==> config.mk <==
export PLATFORM = sky130hd
export DESIGN_NAME = rgb_frame_monitor_flat
export DESIGN_NICKNAME = d
export VERILOG_FILES = /design/src/rtl/generic_pack.sv /design/src/rtl/rgb_frame_monitor_if.sv /design/src/rtl/rgb_channel_accum.sv /design/src/rtl/rgb_frame_monitor.sv /design/src/flat_wrapper.sv
export SDC_FILE = /design/constraint.sdc
export NUM_CORES = 1
export LEC_CHECK = 0
export CORE_MARGIN = 2
export CORE_UTILIZATION = 59
export DETAILED_ROUTE_END_ITERATION = 10
export GPL_TIMING_DRIVEN = 0
export PLACE_DENSITY = 0.87
export SETUP_SLACK_MARGIN = 0.2
export SYNTH_ARGS = -nofsm -noshare
export SYNTH_HDL_FRONTEND = slang
export SYNTH_SLANG_ARGS = --single-unit
export TNS_END_PERCENT = 50
==> constraint.sdc <==
create_clock -name pixclk -period 5.9 [get_ports pixclk]
set_clock_uncertainty 0.15 [all_clocks]
set_input_delay 1.18 -clock pixclk [delete_from_list [all_inputs] [get_ports pixclk]]
set_output_delay 1.18 -clock pixclk [all_outputs]
set_load 0.02 [all_outputs]
==> src/rtl/generic_pack.sv <==
// Shared types and default geometry for the RGB frame monitor.
// Channel 0 occupies the most significant slice of a packed pixel or checksum word.
package generic_pack;

    typedef enum logic [1:0] {
        IDLE   = 2'd0,
        ACTIVE = 2'd1,
        DONE   = 2'd2
    } frame_mon_state_t;

    localparam int DEF_IMG_WIDTH  = 400;
    localparam int DEF_IMG_HEIGHT = 300;

    function automatic int chan_lsb(input int ch, input int num_ch, input int width);
        return (num_ch - 1 - ch) * width;
    endfunction

endpackage

==> src/rtl/rgb_frame_monitor_if.sv <==
// Pixel stream carried into the frame monitor: qualifier, packed pixel, end-of-line marker.
interface rgb_frame_monitor_if #(
    parameter int NUM_CH = 3,
    parameter int DATA_W = 8
);
    logic                     valid;
    logic [NUM_CH*DATA_W-1:0] iData;
    logic                     iEol;

    modport master (output valid, iData, iEol);
    modport slave  (input  valid, iData, iEol);
endinterface

==> src/rtl/rgb_channel_accum.sv <==
// One colour channel's running sum; csum captures the sum including the pixel seen on load.
module rgb_channel_accum #(
    parameter int DATA_W = 8,
    parameter int CSUM_W = 24
) (
    input  logic              pixclk,
    input  logic              reset,
    input  logic              clear,
    input  logic              enable,
    input  logic              load,
    input  logic [DATA_W-1:0] din,
    output logic [CSUM_W-1:0] csum
);
    logic [CSUM_W-1:0] acc;
    logic [CSUM_W-1:0] acc_next;

    assign acc_next = acc + CSUM_W'(din);

    always_ff @(posedge pixclk) begin
        if (reset) begin
            acc  <= '0;
            csum <= '0;
        end else begin
            if (clear) begin
                acc <= '0;
            end else if (enable) begin
                acc <= acc_next;
            end
            if (load) begin
                csum <= acc_next;
            end
        end
    end
endmodule

==> src/rtl/rgb_frame_monitor.sv <==
// Frame monitor: tracks pixel position, line/frame completion, per-channel checksums
// and sticky geometry errors on a registered copy of the incoming pixel stream.
module rgb_frame_monitor
    import generic_pack::*;
#(
    parameter int IMG_WIDTH  = DEF_IMG_WIDTH,
    parameter int IMG_HEIGHT = DEF_IMG_HEIGHT,
    parameter int NUM_CH     = 3,
    parameter int DATA_W     = 8,
    parameter int CSUM_W     = 24,
    parameter bit CONTINUOUS = 1'b0,
    parameter bit EOL_CHECK  = 1'b1,
    localparam int X_W = $clog2(IMG_WIDTH),
    localparam int Y_W = $clog2(IMG_HEIGHT)
) (
    input  logic                     pixclk,
    input  logic                     reset,
    input  logic                     arm,
    input  logic                     clr_err,
    rgb_frame_monitor_if.slave       pix,
    output logic [X_W-1:0]           x_coord,
    output logic [Y_W-1:0]           y_coord,
    output logic                     line_done,
    output logic                     frame_done,
    output logic [15:0]              frame_cnt,
    output logic [NUM_CH*CSUM_W-1:0] csum,
    output logic                     err_short,
    output logic                     err_long,
    output logic                     err_overrun,
    output logic                     busy
);
    frame_mon_state_t state;

    logic                     valid_r;
    logic                     eol_r;
    logic [NUM_CH*DATA_W-1:0] data_r;

    logic accept, last_x, last_y, eol_seen, line_end, frame_end, start;

    always_ff @(posedge pixclk) begin
        if (reset) begin
            valid_r <= 1'b0;
            eol_r   <= 1'b0;
            data_r  <= '0;
        end else begin
            valid_r <= pix.valid;
            eol_r   <= pix.iEol;
            data_r  <= pix.iData;
        end
    end

    assign accept    = (state == ACTIVE) && valid_r;
    assign last_x    = (x_coord == X_W'(IMG_WIDTH - 1));
    assign last_y    = (y_coord == Y_W'(IMG_HEIGHT - 1));
    assign eol_seen  = EOL_CHECK && eol_r;
    assign line_end  = accept && (last_x || eol_seen);
    assign frame_end = line_end && last_y;
    // Re-arm from DONE discards any pixel arriving that same cycle (accept is ACTIVE-only).
    assign start     = ((state == IDLE) && arm) || ((state == DONE) && (arm || CONTINUOUS));

    always_ff @(posedge pixclk) begin
        if (reset) begin
            state       <= IDLE;
            busy        <= 1'b0;
            x_coord     <= '0;
            y_coord     <= '0;
            line_done   <= 1'b0;
            frame_done  <= 1'b0;
            frame_cnt   <= '0;
            err_short   <= 1'b0;
            err_long    <= 1'b0;
            err_overrun <= 1'b0;
        end else begin
            line_done  <= line_end;
            frame_done <= frame_end;
            if (clr_err) begin
                err_short   <= 1'b0;
                err_long    <= 1'b0;
                err_overrun <= 1'b0;
            end
            case (state)
                IDLE, DONE: begin
                    if ((state == DONE) && valid_r) begin
                        err_overrun <= 1'b1;
                    end
                    if (start) begin
                        state   <= ACTIVE;
                        busy    <= 1'b1;
                        x_coord <= '0;
                        y_coord <= '0;
                    end
                end
                ACTIVE: begin
                    if (valid_r) begin
                        if (last_x && EOL_CHECK && !eol_r) begin
                            err_long <= 1'b1;
                        end
                        if (eol_seen && !last_x) begin
                            err_short <= 1'b1;
                        end
                        if (last_x || eol_seen) begin
                            x_coord <= '0;
                            if (last_y) begin
                                y_coord   <= '0;
                                frame_cnt <= frame_cnt + 16'd1;
                                state     <= DONE;
                                busy      <= 1'b0;
                            end else begin
                                y_coord <= y_coord + 1'b1;
                            end
                        end else begin
                            x_coord <= x_coord + 1'b1;
                        end
                    end
                end
                default: begin
                    state <= IDLE;
                    busy  <= 1'b0;
                end
            endcase
        end
    end

    for (genvar ch = 0; ch < NUM_CH; ch++) begin : g_ch
        localparam int D_LSB = chan_lsb(ch, NUM_CH, DATA_W);
        localparam int C_LSB = chan_lsb(ch, NUM_CH, CSUM_W);
        rgb_channel_accum #(
            .DATA_W (DATA_W),
            .CSUM_W (CSUM_W)
        ) u_accum (
            .pixclk (pixclk),
            .reset  (reset),
            .clear  (start),
            .enable (accept),
            .load   (frame_end),
            .din    (data_r[D_LSB +: DATA_W]),
            .csum   (csum[C_LSB +: CSUM_W])
        );
    end
endmodule
==> src/flat_wrapper.sv <==
// flat-port wrapper written by rule: the top's interface ports become plain ports
module rgb_frame_monitor_flat import generic_pack::*;
#(
    parameter int IMG_WIDTH  = DEF_IMG_WIDTH,
    parameter int IMG_HEIGHT = DEF_IMG_HEIGHT,
    parameter int NUM_CH     = 3,
    parameter int DATA_W     = 8,
    parameter int CSUM_W     = 24,
    parameter bit CONTINUOUS = 1'b0,
    parameter bit EOL_CHECK  = 1'b1,
    localparam int X_W = $clog2(IMG_WIDTH),
    localparam int Y_W = $clog2(IMG_HEIGHT)
)
  (pixclk, reset, arm, clr_err, x_coord, y_coord, line_done, frame_done, frame_cnt, csum, err_short, err_long, err_overrun, busy, pix_valid, pix_iData, pix_iEol);
  rgb_frame_monitor_if #(.NUM_CH(NUM_CH), .DATA_W(DATA_W)) pix_i ();
  input  logic pixclk;
  input  logic reset;
  input  logic arm;
  input  logic clr_err;
  output logic [X_W-1:0] x_coord;
  output logic [Y_W-1:0] y_coord;
  output logic line_done;
  output logic frame_done;
  output logic [15:0] frame_cnt;
  output logic [NUM_CH*CSUM_W-1:0] csum;
  output logic err_short;
  output logic err_long;
  output logic err_overrun;
  output logic busy;
  input wire logic [$bits(pix_i.valid)-1:0] pix_valid;
  input wire logic [$bits(pix_i.iData)-1:0] pix_iData;
  input wire logic [$bits(pix_i.iEol)-1:0] pix_iEol;
  assign pix_i.valid = pix_valid;
  assign pix_i.iData = pix_iData;
  assign pix_i.iEol = pix_iEol;
  rgb_frame_monitor #(.IMG_WIDTH(IMG_WIDTH), .IMG_HEIGHT(IMG_HEIGHT), .NUM_CH(NUM_CH), .DATA_W(DATA_W), .CSUM_W(CSUM_W), .CONTINUOUS(CONTINUOUS), .EOL_CHECK(EOL_CHECK)) u_core (.pixclk(pixclk), .reset(reset), .arm(arm), .clr_err(clr_err), .pix(pix_i), .x_coord(x_coord), .y_coord(y_coord), .line_done(line_done), .frame_done(frame_done), .frame_cnt(frame_cnt), .csum(csum), .err_short(err_short), .err_long(err_long), .err_overrun(err_overrun), .busy(busy));
endmodule
After elaboration in Yosys (flattened, before gate mapping):

Index checks and enable logic that the tools add are counted.

* register bits after elaboration: 212
* input port bits: 30
* output and inout port bits: 112
* word-level logic and storage cells: 82

* add/sub/neg operators: 6
* equal/unequal tests: 8
* mux-type cells: 29
* reductions and logical operators: 20

Operator list (number)
* 24-bit by 8-bit adder with 24-bit output: 3
* 9-bit two-way mux: 6
* 9-bit case mux with 2 select lines: 2
* 9-bit by 1-bit adder with 9-bit output, second input constant: 2
* 9-bit == test, second input constant: 2
* 16-bit by 1-bit adder with 16-bit output, second input constant: 1
* 1-bit two-way mux: 15
* 4-bit AND reduction: 3
* 1-bit logical AND: 8
* 2-bit two-way mux: 4
* 2-bit by 1-bit inequality test with 1-bit output, second input constant: 2
* 2-bit inequality test, second input constant: 2
* 2-bit case mux with 2 select lines: 1
* 2-bit OR reduction: 2
* 3-bit AND reduction: 1
* 2-bit by 1-bit == test with 1-bit output, second input constant: 1
* 2-bit == test, second input constant: 1
* 1-bit zero test: 2
* 2-bit zero test: 1
* 1-bit logical OR: 2
* 1-bit case mux with 2 select lines: 1
* 2-bit nonzero test: 1

Depth between registers and ports, before layout:

* depth after elaboration: 6
* depth in mapped cells: 9
* depth with buffers taken out: 7

By module:

From an unflattened synthesis, not the netlist that was laid out.

* cell total of the unflattened synthesis: 1315
* area total of the unflattened synthesis: 11153.2 um^2

Modules (own cells, without submodules)
* rgb_channel_accum (u_core.g_ch[0].u_accum ...): times used 2, cells an instance 341, area each 2825.2 um^2, sequential area each 960.9 um^2
* rgb_channel_accum (u_core.g_ch[2].u_accum): times used 1, cells an instance 346, area each 2834.0 um^2, sequential area each 960.9 um^2
* rgb_frame_monitor: times used 1, cells an instance 287, area each 2668.8 um^2, sequential area each 1361.3 um^2

Worst setup path before layout:

Ideal clock, no wire load.

* path kind: input-to-reg
* start: input port reset
* end: register u_core.frame_cnt[10]
* library setup time: 0.128 ns
* arrival: 2.346 ns
* data required time: 5.622 ns
* path slack: 3.276 ns
* cell stages on the path: 5
* path buffers: 4
* cell sequence: clkbuf_1 > clkbuf_1 > clkbuf_1 > clkbuf_1 > nor2_1

RTL lines
* from (decl): line flat_wrapper.sv:17 `input logic reset;`
* to (signal assigned): line rgb_frame_monitor.sv:105 `frame_cnt <= frame_cnt + 16'd1;`
* to (decl): line rgb_frame_monitor.sv:25 `output logic [15:0] frame_cnt,`

No word-level cell between the ends.

Final worst setup path:

* start: register u_core.state[0]
* end: register u_core.g_ch[0].u_accum.acc[5]

* word-level cells in the longest chain between the ends: 4
* elaborated cells on any way between the ends: 8
* classes of those cells: eq/ne: 2; reduce/logical: 6

RTL lines
* from (decl): line rgb_frame_monitor.sv:32 `frame_mon_state_t state;`
* from (signal assigned): line rgb_frame_monitor.sv:63 `state <= IDLE;`
* from (signal assigned): line rgb_frame_monitor.sv:87 `state <= ACTIVE;`
* from (signal assigned): line rgb_frame_monitor.sv:106 `state <= DONE;`
* 2-bit == test / 2-bit zero test (equally long branches): line rgb_frame_monitor.sv:59 `assign start = ((state == IDLE) && arm) || ((state == DONE) && (arm || CONTINUOUS));`
* 1-bit logical AND: line rgb_frame_monitor.sv:59
* 1-bit logical OR: line rgb_frame_monitor.sv:59
* 2-bit OR reduction (no source line)
* to (signal assigned): line rgb_channel_accum.sv:27 `acc <= acc_next;`
* to (decl): line rgb_channel_accum.sv:14 `logic [CSUM_W-1:0] acc;`

Several ways; a longest one is shown, not always the timed one.
A chain may end at the register's enable or synchronous reset.

==> load_flow_metrics.sql <==
INSERT INTO impl_metrics (metric_group, metric, value, unit) VALUES
('status', 'result_of_the_run', 'finished, final reports clean', ''),
('floorplan', 'dieWidth', '133', 'um'),
('clocking', 'numClockSinks', '212', ''),
('clocking', 'clockBufferDepth', '3', ''),
('synthesis', 'leading_register_cell_type_out_of_synthesis', 'dfxtp_1', ''),
('clocking', 'clockRootBuffer', 'clkbuf_16', ''),
('final_layout', 'drive_gt1_share', '3.97', '%'),
('sta', 'report.final.hold_viol_count', '0', ''),
('synthesis', 'mappedNetlistArea', '9880', 'sq um'),
('placed_design', 'place_hpwl', '20800', 'um'),
('final_layout', 'area_growth', '24.4', '%'),
('clocking', 'cts.reportedPaths.clkPinSlew', '0.07', 'ns'),
('clocking', 'cts_hold_buffers', '0', ''),
('synthesis', 'synth-edff-count', '0', ''),
('worst_setup_path', 'critPathKind', 'reg2reg', ''),
('final_layout', 'most_frequent_standard_cell_in_the_layout_excluding_fill_and_tap_cells', 'dfxtp_1', ''),
('sta', 'layout_worst_path_cycle_share', '59.7', '%'),
('power_and_ir_drop', 'static-leakage-power', '0.00430', 'uW'),
('routing', 'drt_first_pass_iters', '6', ''),
('floorplan', 'dieArea', '17800', 'sq um'),
('global_route', 'grt_max_degree', '15', ''),
('routing', 'num_vias', '9702', ''),
('sta', 'grt_setup_unrepaired', 'false', ''),
('power_and_ir_drop', 'power.density', '246', 'nW/um^2'),
('routing', 'violation_count_after_the_first_detailed_route_iteration', '916', ''),
('global_route', 'antenna_found_initial', '0', ''),
('final_layout', 'area_occupied_by_multi_input_gates', '5310', 'sq um'),
('sta', 'layout_min_cycle_time', '3.52', 'ns'),
('final_layout', 'layout.nets', '1380', ''),
('hold_path', 'min-delay-path-class', 'reg2reg', ''),
('synthesis', 'proportion_of_register_bits_with_asynchronous_set_or_reset_after_synthesis', '0', '%'),
('synthesis', 'synth.distinct_cells', '61', ''),
('sta', 'finalMaxSlewViolations', '0', ''),
('routing', 'antenna_violating_nets_post_route', '0', ''),
('placed_design', 'portBuffers', '140', ''),
('routing', 'drcViolationCount', '0', ''),
('routing', 'total_detailed_routing_wirelength', '29600', 'um'),
('routing', 'wl_per_cell', '19.1', 'um'),
('worst_setup_path', 'worstSetupStartpointType', 'flip-flop', ''),
('final_layout', 'fill_cells', '1226', ''),
('final_layout', 'post-route-cell-area', '12300', 'sq um'),
('floorplan', 'start_util', '60.0', '%'),
('worst_setup_path', 'required', '6.18', 'ns'),
('global_route', 'overflow', '0', ''),
('power_and_ir_drop', 'ir_drop', '189', 'uV'),
('synthesis', 'synth-seq-area-share', '42.9', '%'),
('placed_design', 'gpl.final_weighted_congestion', '0.965', ''),
('sta', 'worst_slew_pin_slew', '0.908', 'ns'),
('global_route', 'grt_use_total', '32.7', '%'),
('worst_setup_path', 'critical_path.endpoint_type', 'flip-flop', ''),
('sta', 'timing.slew.headroom', '39.1', '%'),
('clocking', 'cts_resized', '0', ''),
('final_layout', 'commonest_non_fill_non_tap_cells_in_the_layout', 'dfxtp_1, clkdlybuf4s50_1, nand2_1', ''),
('worst_setup_path', 'critical_path_peak_fanout', '10', ''),
('floorplan', 'floorplan.core_area', '16500', 'sq um'),
('power_and_ir_drop', 'finalPower', '3030', 'uW'),
('clocking', 'tritoncts', 'done', ''),
('clocking', 'post_cts_buffers', '0', ''),
('routing', 'post_drt_via_cell_ratio', '6.24', ''),
('synthesis', 'ys_ff_latch', '212', ''),
('floorplan', 'boundaryPins', '142', ''),
('worst_setup_path', 'cp.arrival', '3.80', 'ns'),
('sta', 'fin_ws', '2.38', 'ns'),
('synthesis', 'post_syn_nets', '1216', ''),
('sta', 'f_max', '284', 'MHz'),
('floorplan', 'floorplan.die.height', '133', 'um'),
('floorplan', 'rows', '47', ''),
('clocking', 'htree_levels', '1', ''),
('sta', 'finalHoldWorstSlack', '0.303', 'ns'),
('global_route', 'via_count_of_the_first_global_routing_pass', '9094', ''),
('synthesis', 'syn_inst', '1156', ''),
('clocking', 'clock_latency', '0.51', 'ns'),
('synthesis', 'ys.warnings.count', '0', ''),
('synthesis', 'average_footprint_of_a_synthesized_cell', '8.55', 'sq um'),
('placed_design', 'post_place_instance_area', '11600', 'sq um'),
('sta', 'setup_tns_final', '0', 'ns'),
('sta', 'number_of_setup_violations_in_the_final_report', '0', ''),
('run', 'number_of_maximum_capacitance_constraint_violations', '0', ''),
('final_layout', 'register_area', '4240', 'sq um'),
('global_route', 'wire_length_of_the_first_global_routing_pass', '46800', 'um'),
('clocking', 'cts_made_buffers', '22', ''),
('final_layout', 'diodes', '0', ''),
('placed_design', 'dp_slack', '2.49', 'ns');
area by class of cell:
type / instances / area share [%]
multi-input cells: 860 / 43.2
well taps: 220 / 2.24
clock buffers: 28 / 5.08
repair buffers: 140 / 11.4
clock inverters: 11 / 0.875
plain buffers: 73 / 2.37
flip-flops and latches: 212 / 34.5
inverters: 11 / 0.336
worst max-delay path: stages (launching register included):
cell and delay [ns]:
dfxtp_1 0.31, clkbuf_1 0.26, and3b_1 0.20, clkbuf_1 0.50
clkbuf_1 0.69, clkbuf_1 0.47, clkbuf_1 0.56, nand2_1 0.14
a21oi_1 0.15
synthesized netlist by cell type (all sizes together), types with 5 or more instances:
master	n	share of area, %
dfxtp	212	43
nand2	113	4.3
a21oi	107	5.4
nor2	88	3.3
o21ai	78	3.9
xor2	68	6.0
clkbuf	59	2.2
nand3	44	2.2
nand4	34	2.2
or3	31	2.0
nor2b	30	1.9
ha	27	3.4
o211ai	26	2.0
xnor2	26	2.3
a211oi	21	1.6
buf	14	0.71
or4	14	1.1
and3	13	0.82
nor3	13	0.77
a21o	11	0.84
inv	11	0.42
nor4	11	0.70
o31ai	11	0.84
a31oi	10	0.63
and4	10	0.89
and2	8	0.51
o2111ai	8	0.71
o21a	6	0.46
o311ai	5	0.44
o41ai	5	0.44
kinds of logic after synthesis:
logic type / after synthesis / share of synthesized area [%]
AO/OA/AOI/OAI: 306 / 18.9
XOR/XNOR: 94 / 8.33
adder cells (fa/ha/maj): 30 / 4.03
buffers and inverters: 84 / 3.37
flip-flops: 212 / 42.9
multiplexers: 1 / 0.114
AND/OR/NAND/NOR: 429 / 22.3
final timing paths:
kind	startpoint	endpoint	slack, ns	cells after the start
worst max-delay path	u_core.state[0]	u_core.g_ch[0].u_accum.acc[5]	2.38	8
worst min register to register	u_core.g_ch[2].u_accum.csum[4]	u_core.g_ch[2].u_accum.csum[4]	0.30	2
worst min-delay path	u_core.g_ch[2].u_accum.csum[4]	u_core.g_ch[2].u_accum.csum[4]	0.30	2
worst max register to register	u_core.state[0]	u_core.g_ch[0].u_accum.acc[5]	2.38	8
state kept, by name, indices dropped and copies added (netlist names), 2 cells and up:
signal,count
u_core.data_r,24
u_core.y_coord,9
u_core.x_coord,9
u_core.g_ch.u_accum.csum,72
u_core.g_ch.u_accum.acc,72
u_core.state,2
u_core.frame_cnt,16
through the flow:
stage                     cells  utilization [%]
after floorplan            1156                -
after global placement     1516             70.2
after detailed placement   1516             70.2
after CTS                  1555             74.7
after global routing       1555             74.7
final                      1555             74.7
where the power goes:
group | switching (uW) | leakage (uW) | internal, uW
registers | 9.78 | 0.00172 | 1450
logic | 111 | 0.00221 | 56.1
clock network | 572 | 0.000367 | 834
total | 693 | 0.00430 | 2340
per-layer routing:
metal | vias to the layer above | global-route usage (%) | share of wire [%]
met1 | 4618 | 43.9 | 41
met3 | 84 | 5.75 | 9.0
met4 | 0 | 14.4 | 4.1
li1 | 4522 | - | -
met2 | 478 | 51.9 | 45
met5 | - | 0 | 0
(Power assumes the default switching activity.)
